File: config.mk
export PLATFORM = sky130hd
export DESIGN_NAME = ex_branch
export DESIGN_NICKNAME = d
export VERILOG_FILES = /design/src/rtl/ex_branch.sv
export SDC_FILE = /design/constraint.sdc
export NUM_CORES = 1
export LEC_CHECK = 0
export ABC_AREA = 1
export CORE_ASPECT_RATIO = 0.9
export CORE_MARGIN = 2
export CORE_UTILIZATION = 44
export DETAILED_ROUTE_END_ITERATION = 10
export PLACE_DENSITY = 0.71
export SLEW_MARGIN = 10
export SYNTH_ARGS = -nofsm -noshare
export SYNTH_HDL_FRONTEND = slang
export SYNTH_SLANG_ARGS = --single-unit
File: constraint.sdc
create_clock -name clk -period 3.5 [get_ports clk]
set_input_delay 1.05 -clock clk [delete_from_list [all_inputs] [get_ports clk]]
set_output_delay 1.05 -clock clk [all_outputs]
set_load 0.05 [all_outputs]
File: src/rtl/ex_branch.sv
// Branch execution unit: resolves jumps/branches in one cycle and holds the
// result in a one-entry buffer until the CDB arbiter grants it.
module ex_branch #(
  parameter int DATA_W = 32,
  parameter int ADDR_W = 32,
  parameter int TAG_W  = 4,
  parameter int OP_W   = 6,
  parameter int CNT_W  = 16,
  parameter logic [OP_W-1:0] OP_JAL  = OP_W'(1),
  parameter logic [OP_W-1:0] OP_JALR = OP_W'(2),
  parameter logic [OP_W-1:0] OP_BEQ  = OP_W'(3),
  parameter logic [OP_W-1:0] OP_BNE  = OP_W'(4),
  parameter logic [OP_W-1:0] OP_BLT  = OP_W'(5),
  parameter logic [OP_W-1:0] OP_BGE  = OP_W'(6),
  parameter logic [OP_W-1:0] OP_BLTU = OP_W'(7),
  parameter logic [OP_W-1:0] OP_BGEU = OP_W'(8)
) (
  input  logic              clk,
  input  logic              rst,
  input  logic              rdy,
  input  logic              clear,
  input  logic              ex_en,
  input  logic [DATA_W-1:0] ex_src1,
  input  logic [DATA_W-1:0] ex_src2,
  input  logic [ADDR_W-1:0] ex_pc,
  input  logic [OP_W-1:0]   ex_op,
  input  logic [ADDR_W-1:0] ex_offset,
  input  logic [TAG_W-1:0]  ex_dest,
  input  logic              cdb_grant,
  output logic              rst_en,
  output logic [TAG_W-1:0]  rst_tag,
  output logic [DATA_W-1:0] rst_data,
  output logic              jump_en,
  output logic [ADDR_W-1:0] jump_target,
  output logic              ex_busy,
  output logic              overflow,
  output logic [CNT_W-1:0]  branch_cnt,
  output logic [CNT_W-1:0]  taken_cnt
);

  typedef enum logic {EMPTY, FULL} state_t;

  state_t state, state_next;

  logic              is_branch;
  logic              accept;
  logic              load;
  logic              taken;
  logic [ADDR_W-1:0] pc_sum;
  logic [ADDR_W-1:0] reg_sum;
  logic [ADDR_W-1:0] target;
  logic [DATA_W-1:0] link;
  logic              held_taken;

  assign pc_sum  = ex_pc + ex_offset;
  assign reg_sum = ADDR_W'(ex_src1) + ex_offset;

  // Decode the op and resolve direction, target and link value in one pass.
  always_comb begin
    is_branch = 1'b1;
    taken     = 1'b0;
    link      = '0;
    target    = pc_sum;
    case (ex_op)
      OP_JAL: begin
        taken = 1'b1;
        link  = DATA_W'(ex_pc + ADDR_W'(4));
      end
      OP_JALR: begin
        taken  = 1'b1;
        link   = DATA_W'(ex_pc + ADDR_W'(4));
        target = {reg_sum[ADDR_W-1:1], 1'b0};
      end
      OP_BEQ:  taken = (ex_src1 == ex_src2);
      OP_BNE:  taken = (ex_src1 != ex_src2);
      OP_BLT:  taken = ($signed(ex_src1) <  $signed(ex_src2));
      OP_BGE:  taken = ($signed(ex_src1) >= $signed(ex_src2));
      OP_BLTU: taken = (ex_src1 <  ex_src2);
      OP_BGEU: taken = (ex_src1 >= ex_src2);
      default: is_branch = 1'b0;
    endcase
  end

  assign ex_busy = (state == FULL) && !cdb_grant;
  assign accept  = rdy && ex_en && !ex_busy && is_branch;

  always_ff @(posedge clk) begin
    if (rst) begin
      state <= EMPTY;
    end else if (rdy) begin
      state <= state_next;
    end
  end

  // A flush wins over a same-cycle accept; a grant with an accept reloads.
  always_comb begin
    state_next = state;
    load       = 1'b0;
    case (state)
      EMPTY: begin
        if (!clear && accept) begin
          state_next = FULL;
          load       = 1'b1;
        end
      end
      FULL: begin
        if (clear) begin
          state_next = EMPTY;
        end else if (accept) begin
          state_next = FULL;
          load       = 1'b1;
        end else if (cdb_grant) begin
          state_next = EMPTY;
        end
      end
      default: state_next = EMPTY;
    endcase
  end

  always_ff @(posedge clk) begin
    if (rst) begin
      rst_tag     <= '0;
      rst_data    <= '0;
      jump_target <= '0;
      held_taken  <= 1'b0;
    end else if (rdy && load) begin
      rst_tag     <= ex_dest;
      rst_data    <= link;
      jump_target <= target;
      held_taken  <= taken;
    end
  end

  always_ff @(posedge clk) begin
    if (rst) begin
      overflow <= 1'b0;
    end else if (rdy && ex_en && ex_busy && is_branch) begin
      overflow <= 1'b1;
    end
  end

  // Statistics saturate so long runs never wrap back to small values.
  always_ff @(posedge clk) begin
    if (rst) begin
      branch_cnt <= '0;
      taken_cnt  <= '0;
    end else if (rdy && load) begin
      if (branch_cnt != {CNT_W{1'b1}}) begin
        branch_cnt <= branch_cnt + CNT_W'(1);
      end
      if (taken && (taken_cnt != {CNT_W{1'b1}})) begin
        taken_cnt <= taken_cnt + CNT_W'(1);
      end
    end
  end

  assign rst_en  = (state == FULL);
  assign jump_en = (state == FULL) && held_taken;

endmodule

==> results.sh, run 1 <==
export IMPL_clock_fmax_mhz=299
export IMPL_synth_edf_count=0
export IMPL_grt_max_degree=62
export IMPL_netlist_instances=1588
export IMPL_hp_class="flip-flop to flip-flop"
export IMPL_crit_required_ns=3.77
export IMPL_hold_path_cell_count=2
export IMPL_die_x_um=162
export IMPL_synth_xor_area_share=0.0362
export IMPL_initial_core_util=0.445
export IMPL_dr_pass1_iters=5
export IMPL_vias=12000
export IMPL_p_leak_nw=6.74
export IMPL_worst_path_max_fanout=4
export IMPL_grt_overflow=0
export IMPL_pin_count=248
export IMPL_post_place_cells=2296
export IMPL_dr_first_iter_drc_count=840
export IMPL_cts_made_buffers=9
export IMPL_finalSetupViolations=0
export IMPL_post_route_worst_setup_slack_ns=0.151
export IMPL_crit_buf_inv=4
export IMPL_power_share_switching=0.347
export IMPL_slowest_stage="clkdlybuf4s50_1"
export IMPL_fin_crit_ns=3.35
export IMPL_cp_start_kind="input pin"
export IMPL_synth_compound_area_frac=0.200
export IMPL_cts_tree="yes"
export IMPL_final_hold_violation_count=0
export IMPL_maxCapViolations=0
export IMPL_place_congestion=0.990
export IMPL_drc=0
export IMPL_grt_setup_unrepaired="false"
export IMPL_final_area_um2=14400
export IMPL_vias_per_cell=5.19
export IMPL_ff2ff_path_depth=12
export IMPL_layout_commonest_cell="nand2_1"
export IMPL_antenna_found_initial=0
export IMPL_vdd_drop_max_uv=217
export IMPL_pwr_share_clk=0.281
export IMPL_relSlewSlack=0.616
export IMPL_clock_sinks=103
export IMPL_yosys_area_share_adder=0.125
export IMPL_cp_common_cell="nand2_1"
export IMPL_tightest_slew_ns=0.576
export IMPL_synth_area_mux_share=0
export IMPL_p_per_area_nw_per_um2=246
export IMPL_cts_path_max_buffers=2
export IMPL_post_place_ws_ns=-0.215
export IMPL_hold_buffers=0
export IMPL_nFillCells=2044
export IMPL_power_net_switching_mw=1.23
export IMPL_p_seq_frac=0.332
export IMPL_finClkSkew_ns=0.0124
export IMPL_clockRootBuffer="clkbuf_16"
export IMPL_placed_cell_area_um2=14100
export IMPL_period_share=0.957
export IMPL_postRouteAntennaNets=0
export IMPL_grt_pass1_vias=11200
export IMPL_grt_pass1_wl_um=58200
export IMPL_path_clk_slew_ns=0.08
export IMPL_fin_nets=2252
export IMPL_synth_flop_cell="dfxtp_1"
export IMPL_synth_cell_types=51
export IMPL_slowest_delay_ns=0.50
export IMPL_syn_nets=1830
export IMPL_wire_per_inst_um=15.9
export IMPL_crit_cells=20
export IMPL_diodes=0
export IMPL_register_area_um2=2060
export IMPL_yosysWarnings=0
export IMPL_clk_latency_ns=0.36
export IMPL_outcome="finished clean"
export IMPL_ys_seq_elements=103
export IMPL_path_cells="clkdlybuf4s50_1 -> ha_1 -> inv_1 -> fa_1 -> o21ai_2 -> buf_4 -> nand2_1 -> nand2_1 -> a21o_1 -> nand2_1 -> nand2_1 -> nand2_1 -> nand2_1 -> nand2_1 -> nand2_1 -> nand2_1 -> nand3_1 -> nand3_1 -> nand2_1 -> inv_1"
export IMPL_layout_common_cells="322 x nand2_1, 245 x clkdlybuf4s50_1, 231 x inv_1, 195 x buf_4, 179 x nor2_1"
export IMPL_critical_path_top_delay_family="simple AND/OR/NAND/NOR gates"
export IMPL_final_util=0.646
export IMPL_synth_seq_area_share=0.208
export IMPL_area_growth_pct=45.2
export IMPL_async_flop_share=0
export IMPL_dieArea_um2=23800
export IMPL_final_cells=2311
export IMPL_htreeDepth=3
export IMPL_path_class="input pin to flip-flop"
export IMPL_chipHeight_um=147
export IMPL_portBuffers=247
export IMPL_p_comb_frac=0.388
export IMPL_avgSynthCellArea_um2=6.25
export IMPL_end_kind="flip-flop"
export IMPL_placementRows=52
export IMPL_post_route_cells_drive_above_1_share=0.134
export IMPL_grt_usage=0.308
export IMPL_core_um2=22300
export IMPL_critical_path_arrival_ns=3.61
export IMPL_maxSlewViolCount=0
export IMPL_syn_area_um2=9930
export IMPL_routed_wl_um=36800
export IMPL_synthSimpleGateAreaFrac=0.325
export IMPL_synth_top_family_by_area="simple AND/OR/NAND/NOR gates"
export IMPL_dp_hpwl_um=31000
export IMPL_internal_power_mw=2.32
export IMPL_multi_input_area_um2=6810
-- final timing paths --
check	startpoint	slack (ns)	to
hold reg to reg	rst_data[10]	0.46	rst_data[10]
hold / removal	rst_data[10]	0.46	rst_data[10]
setup reg to reg	taken_cnt[0]	1.13	taken_cnt[15]
setup / recovery	ex_offset[0]	0.15	jump_target[22]
-- cell usage after synthesis (4+ instances only) --
cell,instances,share of area
nand2_2,6,0.0038
nand3b_1,5,0.0038
nand3_1,104,0.052
nor3_1,29,0.015
nor2_4,4,0.0045
xor2_1,25,0.022
nor2_2,7,0.0044
a21boi_0,5,0.0038
nand2_1,322,0.12
nand4_1,34,0.021
a21o_1,12,0.0091
o21a_1,20,0.015
inv_1,231,0.087
nor2_1,179,0.068
a32oi_1,4,0.0035
o21ai_1,5,0.0025
nor4_1,8,0.0050
buf_1,6,0.0023
nor3_2,8,0.0081
buf_2,5,0.0025
o221ai_1,5,0.0044
o21bai_1,7,0.0053
o211ai_1,18,0.014
ha_1,96,0.12
clkbuf_1,20,0.0076
o21ai_0,97,0.049
a21oi_1,165,0.083
or2_2,7,0.0044
dfxtp_1,103,0.21
inv_2,6,0.0023
xnor2_1,16,0.014
-- cell families after synthesis --
family	count (synthesis)
XOR/XNOR	41
AND/OR/NAND/NOR	723
flip-flops	103
buffers and inverters	272
adder cells (fa/ha/maj)	98
AO/OA/AOI/OAI	351
-- worst register-to-register path: cells and delay by family, from the launching register on --
kind | cells | cell delay, ns
fa+ha+maj | 1 | 0.20
buf+inv | 1 | 0.29
flops | 1 | 0.37
simple gates | 10 | 1.39
-- cell type report --
type | instances | area share
multi-input cells | 1213 | 0.472
clock buffers | 9 | 0.0156
inverters | 238 | 0.0619
flip-flops and latches | 103 | 0.143
repair buffers | 445 | 0.277
clock inverters | 6 | 0.00382
well taps | 297 | 0.0258
-- stage by stage --
stage	setup TNS (ns)	total power [mW]	hold WS, ns
floorplan	0	1.87	0.445
global placement	-1.89	2.55	0.453
detailed placement	-3.13	2.55	0.455
CTS	0	3.54	0.466
global route	0	3.75	0.487
finish	0	3.55	0.465
-- layer usage --
| metal | share of wire | track usage |
|---|---|---|
| met5 | 0 | 0 |
| met2 | 0.44 | 0.485 |
| met1 | 0.48 | 0.444 |
| met4 | 0.016 | 0.0712 |
| met3 | 0.068 | 0.0452 |
-- sequential cells by signal, summed over array words and instances, names as in the netlist --
register and flops:
rst_en 1, jump_target 32, rst_data 32, overflow 1
branch_cnt 16, held_taken 1, rst_tag 4, taken_cnt 16
-- power by group through the flow --
stage / combinational (mW) / sequential, mW / clock, mW
final: 1.38 / 1.18 / 0.997
after global routing: 1.52 / 1.18 / 1.05
after CTS: 1.36 / 1.18 / 1.01
after detailed placement: 1.35 / 1.20 / 0
after global placement: 1.34 / 1.20 / 0
after floorplan: 0.655 / 1.22 / 0
-- timing repair --
item | in CTS | in global routing
gates resized for setup | 0 | 3
hold endpoints to repair | 0 | 0
buffers inserted | 0 | 0
endpoints found under the setup margin | 0 | 2
(Power assumes the default switching activity.)
==> run 2: changes to the inputs <==
- clock period: 3.5 -> 3.85 ns (I/O delays scaled with it)
==> results.sh, run 2 (synthesis gave the netlist of run 1 again) <==
export IMPL_finClkSkew_ns=0.0168
export IMPL_grt_pass1_vias=10600
export IMPL_tightest_slew_ns=0.603
export IMPL_maxCapViolations=0
export IMPL_hold_buffers=0
export IMPL_antenna_found_initial=0
export IMPL_clock_sinks=103
export IMPL_vdd_drop_max_uv=192
export IMPL_clockRootBuffer="clkbuf_16"
export IMPL_vias_per_cell=5.30
export IMPL_dieArea_um2=23800
export IMPL_htreeDepth=3
export IMPL_layout_common_cells="322 x nand2_1, 245 x clkdlybuf4s50_1, 231 x inv_1, 179 x nor2_1, 165 x a21oi_1"
export IMPL_cts_made_buffers=9
export IMPL_chipHeight_um=147
export IMPL_drc=0
export IMPL_p_leak_nw=6.12
export IMPL_dp_hpwl_um=29400
export IMPL_cp_start_kind="input pin"
export IMPL_critical_path_arrival_ns=3.74
export IMPL_reg_top3="jump_target x32, rst_data x32"
export IMPL_layout_commonest_cell="nand2_1"
export IMPL_final_hold_violation_count=0
export IMPL_finalSetupViolations=0
export IMPL_placementRows=52
export IMPL_die_x_um=162
export IMPL_post_route_worst_setup_slack_ns=0.363
export IMPL_nFillCells=2118
export IMPL_grt_usage=0.294
export IMPL_crit_required_ns=4.11
export IMPL_portBuffers=247
export IMPL_place_congestion=1.03
export IMPL_initial_core_util=0.445
export IMPL_fin_nets=2126
export IMPL_clock_fmax_mhz=287
export IMPL_diodes=0
export IMPL_worst_path_max_fanout=4
export IMPL_finalPower_mw=3.09
export IMPL_core_um2=22300
export IMPL_post_cts_resized=0
export IMPL_grt_overflow=0
export IMPL_hp_class="flip-flop to flip-flop"
export IMPL_vias=11600
export IMPL_pin_count=248
export IMPL_area_growth_pct=35.5
export IMPL_cts_path_max_buffers=2
export IMPL_cts_tree="yes"
export IMPL_post_route_cells_drive_above_1_share=0.0762
export IMPL_dr_pass1_iters=6
export IMPL_dr_first_iter_drc_count=1068
export IMPL_routed_wl_um=35300
export IMPL_period_share=0.906
export IMPL_postRouteAntennaNets=0
export IMPL_grt_max_degree=62
export IMPL_wire_per_inst_um=16.2
export IMPL_maxSlewViolCount=0
export IMPL_grt_pass1_wl_um=55400
export IMPL_outcome="finished clean"
export IMPL_path_clk_slew_ns=0.07
export IMPL_relSlewSlack=0.598
export IMPL_cts_setup_buffers=0
export IMPL_post_place_ws_ns=-0.00931
export IMPL_clk_latency_ns=0.36
export IMPL_path_class="input pin to flip-flop"
export IMPL_end_kind="flip-flop"
export IMPL_grt_setup_unrepaired="false"
export IMPL_p_per_area_nw_per_um2=230
export IMPL_fin_crit_ns=3.49
-- run 2: cell count changes in the layout (fill, tap and decap cells not counted), sizes merged --
cell	previous run	this run
buf	200	74
inv	239	240
-- run 2: report_power, final --
part,switching [mW],total (mW),internal (mW)
registers,0.00245,1.07,1.07
clock network,0.476,0.930,0.454
logic,0.623,1.09,0.471
-- run 2: metal layers --
layer  GRT usage  part of all wire  vias up
li1            -                 -     5878
met3      0.0466             0.079       51
met1       0.423              0.47     5200
met4      0.0841             0.027        0
met2       0.452              0.43      447
met5           0                 0        -
-- run 2: cell type report --
cell class / instances / area [um^2] / share of cell area
repair buffers: 319 / 3030 / 0.225
clock inverters: 7 / 65.1 / 0.00483
multi-input cells: 1213 / 6810 / 0.506
inverters: 238 / 893 / 0.0664
clock buffers: 9 / 225 / 0.0167
well taps: 297 / 372 / 0.0276
flip-flops and latches: 103 / 2060 / 0.153
-- run 2: final timing paths --
path,slack (ns),endpoint,from,depth (start not counted)
worst min-delay path,0.47,rst_data[20],rst_data[20],2
worst max register to register,1.54,taken_cnt[6],taken_cnt[0],12
worst max-delay path,0.36,jump_target[22],ex_offset[0],19
worst min register to register,0.47,rst_data[20],rst_data[20],2
-- run 2: critical path: stages --
cell and delay, ns:
clkdlybuf4s50_1 0.52, ha_1 0.21, inv_1 0.08, fa_1 0.39, o21ai_1 0.28, nand2_1 0.08
nand2_1 0.09, a21o_1 0.17, nand2_1 0.07, nand2_1 0.13, nand2_1 0.07, nand2_1 0.09
nand2_1 0.07, nand2_1 0.06, nand2_1 0.04, nand3_1 0.06, nand3_1 0.06, nand2_1 0.07
inv_1 0.03
-- run 2: through the flow --
stage	hold WS [ns]	instances	TNS (ns)	cell area, um^2	util
3_5_place_dp	0.457	2170	-0.0170	13200	0.590
5_1_grt	0.487	2186	0	13500	0.603
3_3_place_gp	0.453	2170	0	13200	0.590
2_1_floorplan	0.445	1588	0	9930	-
6_report	0.466	2186	0	13500	0.603
4_1_cts	0.468	2186	0	13500	0.603
==> run 3: changes to the inputs <==
- CTS_BUF_LIST: not set -> sky130_fd_sc_hd__clkbuf_2
- clock period: 3.85 -> 4.3 ns (I/O delays scaled with it)
==> results.sh, run 3 (synthesis gave the netlist of run 1 again) <==
export IMPL_slowest_stage="clkdlybuf4s50_1"
export IMPL_nFillCells=2254
export IMPL_wire_per_inst_um=16.6
export IMPL_cts_path_max_buffers=2
export IMPL_grt_usage=0.292
export IMPL_tightest_slew_ns=0.889
export IMPL_htreeDepth=3
export IMPL_top_usage_layer="met2"
export IMPL_place_congestion=0.952
export IMPL_vias_per_cell=5.39
export IMPL_crit_required_ns=3.01
export IMPL_cts_tree="yes"
export IMPL_dr_pass1_iters=7
export IMPL_post_place_cells=2114
export IMPL_r2r_slack_ns=1.94
export IMPL_clock_sinks=103
export IMPL_worst_path_max_fanout=5
export IMPL_p_per_area_nw_per_um2=191
export IMPL_vdd_drop_max_uv=148
export IMPL_path_cells="clkdlybuf4s50_1 -> nor2_1 -> buf_4"
export IMPL_hold_path_cell_count=2
export IMPL_grt_setup_unrepaired="false"
export IMPL_fin_crit_ns=3.51
export IMPL_die_x_um=162
export IMPL_timing_setup_tns_ns=0
export IMPL_core_um2=22300
export IMPL_critical_path_arrival_ns=2.22
export IMPL_grt_pass1_vias=10600
export IMPL_cp_start_kind="input pin"
export IMPL_ff2ff_path_depth=12
export IMPL_use_met2=0.454
export IMPL_placementRows=52
export IMPL_outcome="finished clean"
export IMPL_relSlewSlack=0.407
export IMPL_whs_endpoint="rst_data[0]"
export IMPL_path_class="input pin to output pin"
export IMPL_initial_core_util=0.445
export IMPL_met3_usage=0.0347
export IMPL_reg_top3="jump_target x32, rst_data x32"
export IMPL_cts_made_buffers=9
export IMPL_hold_buffers=0
export IMPL_finClkSkew_ns=0.0503
export IMPL_routed_wl_um=35400
export IMPL_slowest_delay_ns=0.40
export IMPL_dieArea_um2=23800
export IMPL_pin_count=248
export IMPL_grt_max_degree=62
export IMPL_vias=11500
export IMPL_reg2reg_from="taken_cnt[0]"
export IMPL_chipHeight_um=147
export IMPL_p_leak_nw=5.80
export IMPL_grt_overflow=0
export IMPL_drc=0
export IMPL_postRouteAntennaNets=0
export IMPL_clk_latency_ns=0.68
export IMPL_finalPower_mw=2.46
export IMPL_layout_commonest_cell="nand2_1"
export IMPL_hp_class="flip-flop to flip-flop"
export IMPL_clock_fmax_mhz=285
export IMPL_grt_pass1_wl_um=55000
export IMPL_critical_path_top_delay_family="buffers and inverters"
export IMPL_clockRootBuffer="clkbuf_2"
export IMPL_fin_nets=2070
export IMPL_portBuffers=247
export IMPL_cts_setup_buffers=0
export IMPL_final_util=0.577
export IMPL_crit_buf_inv=2
export IMPL_antenna_found_initial=1
export IMPL_finalSetupViolations=0
export IMPL_r2r_end="taken_cnt[7]"
export IMPL_maxCapViolations=0
export IMPL_dp_hpwl_um=29300
export IMPL_use_met1=0.426
export IMPL_final_hold_violation_count=0
export IMPL_end_kind="output pin"
export IMPL_path_clk_slew_ns=0.32
export IMPL_area_growth_pct=29.7
export IMPL_post_route_cells_drive_above_1_share=0.0480
export IMPL_final_cells=2131
export IMPL_hold_start="rst_data[0]"
export IMPL_dr_first_iter_drc_count=858
export IMPL_period_share=0.817
export IMPL_layout_common_cells="322 x nand2_1, 245 x clkdlybuf4s50_1, 231 x inv_1, 179 x nor2_1, 165 x a21oi_1"
export IMPL_post_cts_resized=0
export IMPL_maxSlewViolCount=0
==> run 3: power breakdown <==
part,total (mW),switching [mW],internal (mW)
logic,0.917,0.547,0.370
clock network,0.575,0.418,0.157
registers,0.966,0.00205,0.964
==> run 3: layout make-up <==
class | instances | area, um^2 | area share
antenna | 1 | 2.50 | 0.000194
clock buffer | 9 | 45.0 | 0.00350
clock inverter | 7 | 97.6 | 0.00758
inverter | 238 | 893 | 0.0694
multi-input combinational | 1213 | 6810 | 0.529
sequential | 103 | 2060 | 0.160
tap | 297 | 372 | 0.0289
timing repair buffer | 263 | 2600 | 0.202
==> run 3: worst reg2reg max path, delay by kind of cell (launching register included) <==
kind,cells,cell delay (ns)
and+or+nand+nor,10,1.42
adders and majority gates,1,0.19
DFF,1,0.44
buffers and inverters,1,0.28
==> run 3: layer usage <==
| layer | part of all wire | vias to the layer above |
|---|---|---|
| met5 | 0 | - |
| met4 | 0.024 | 0 |
| met3 | 0.075 | 47 |
| met2 | 0.43 | 427 |
| met1 | 0.47 | 5250 |
| li1 | - | 5763 |
==> run 3: worst max path at each step <==
stage	slack, ns	endpoint	cells after the start	start
2_1_floorplan	0.96	ex_busy	1	cdb_grant
3_3_place_gp	0.15	jump_target[28]	14	ex_offset[0]
3_5_place_dp	0.15	jump_target[28]	14	ex_offset[0]
4_1_cts	0.79	ex_busy	3	cdb_grant
5_1_grt	0.63	jump_target[22]	19	ex_offset[0]
6_report	0.79	ex_busy	3	cdb_grant
==> run 3: metrics by stage <==
stage,worst slack (ns),hold WS [ns],area [um^2]
final,0.785,0.483,12900
after global routing,0.629,0.505,12900
after CTS,0.791,0.483,12900
after detailed placement,0.147,0.457,12700
after global placement,0.147,0.454,12700
after floorplan,0.956,0.445,9930
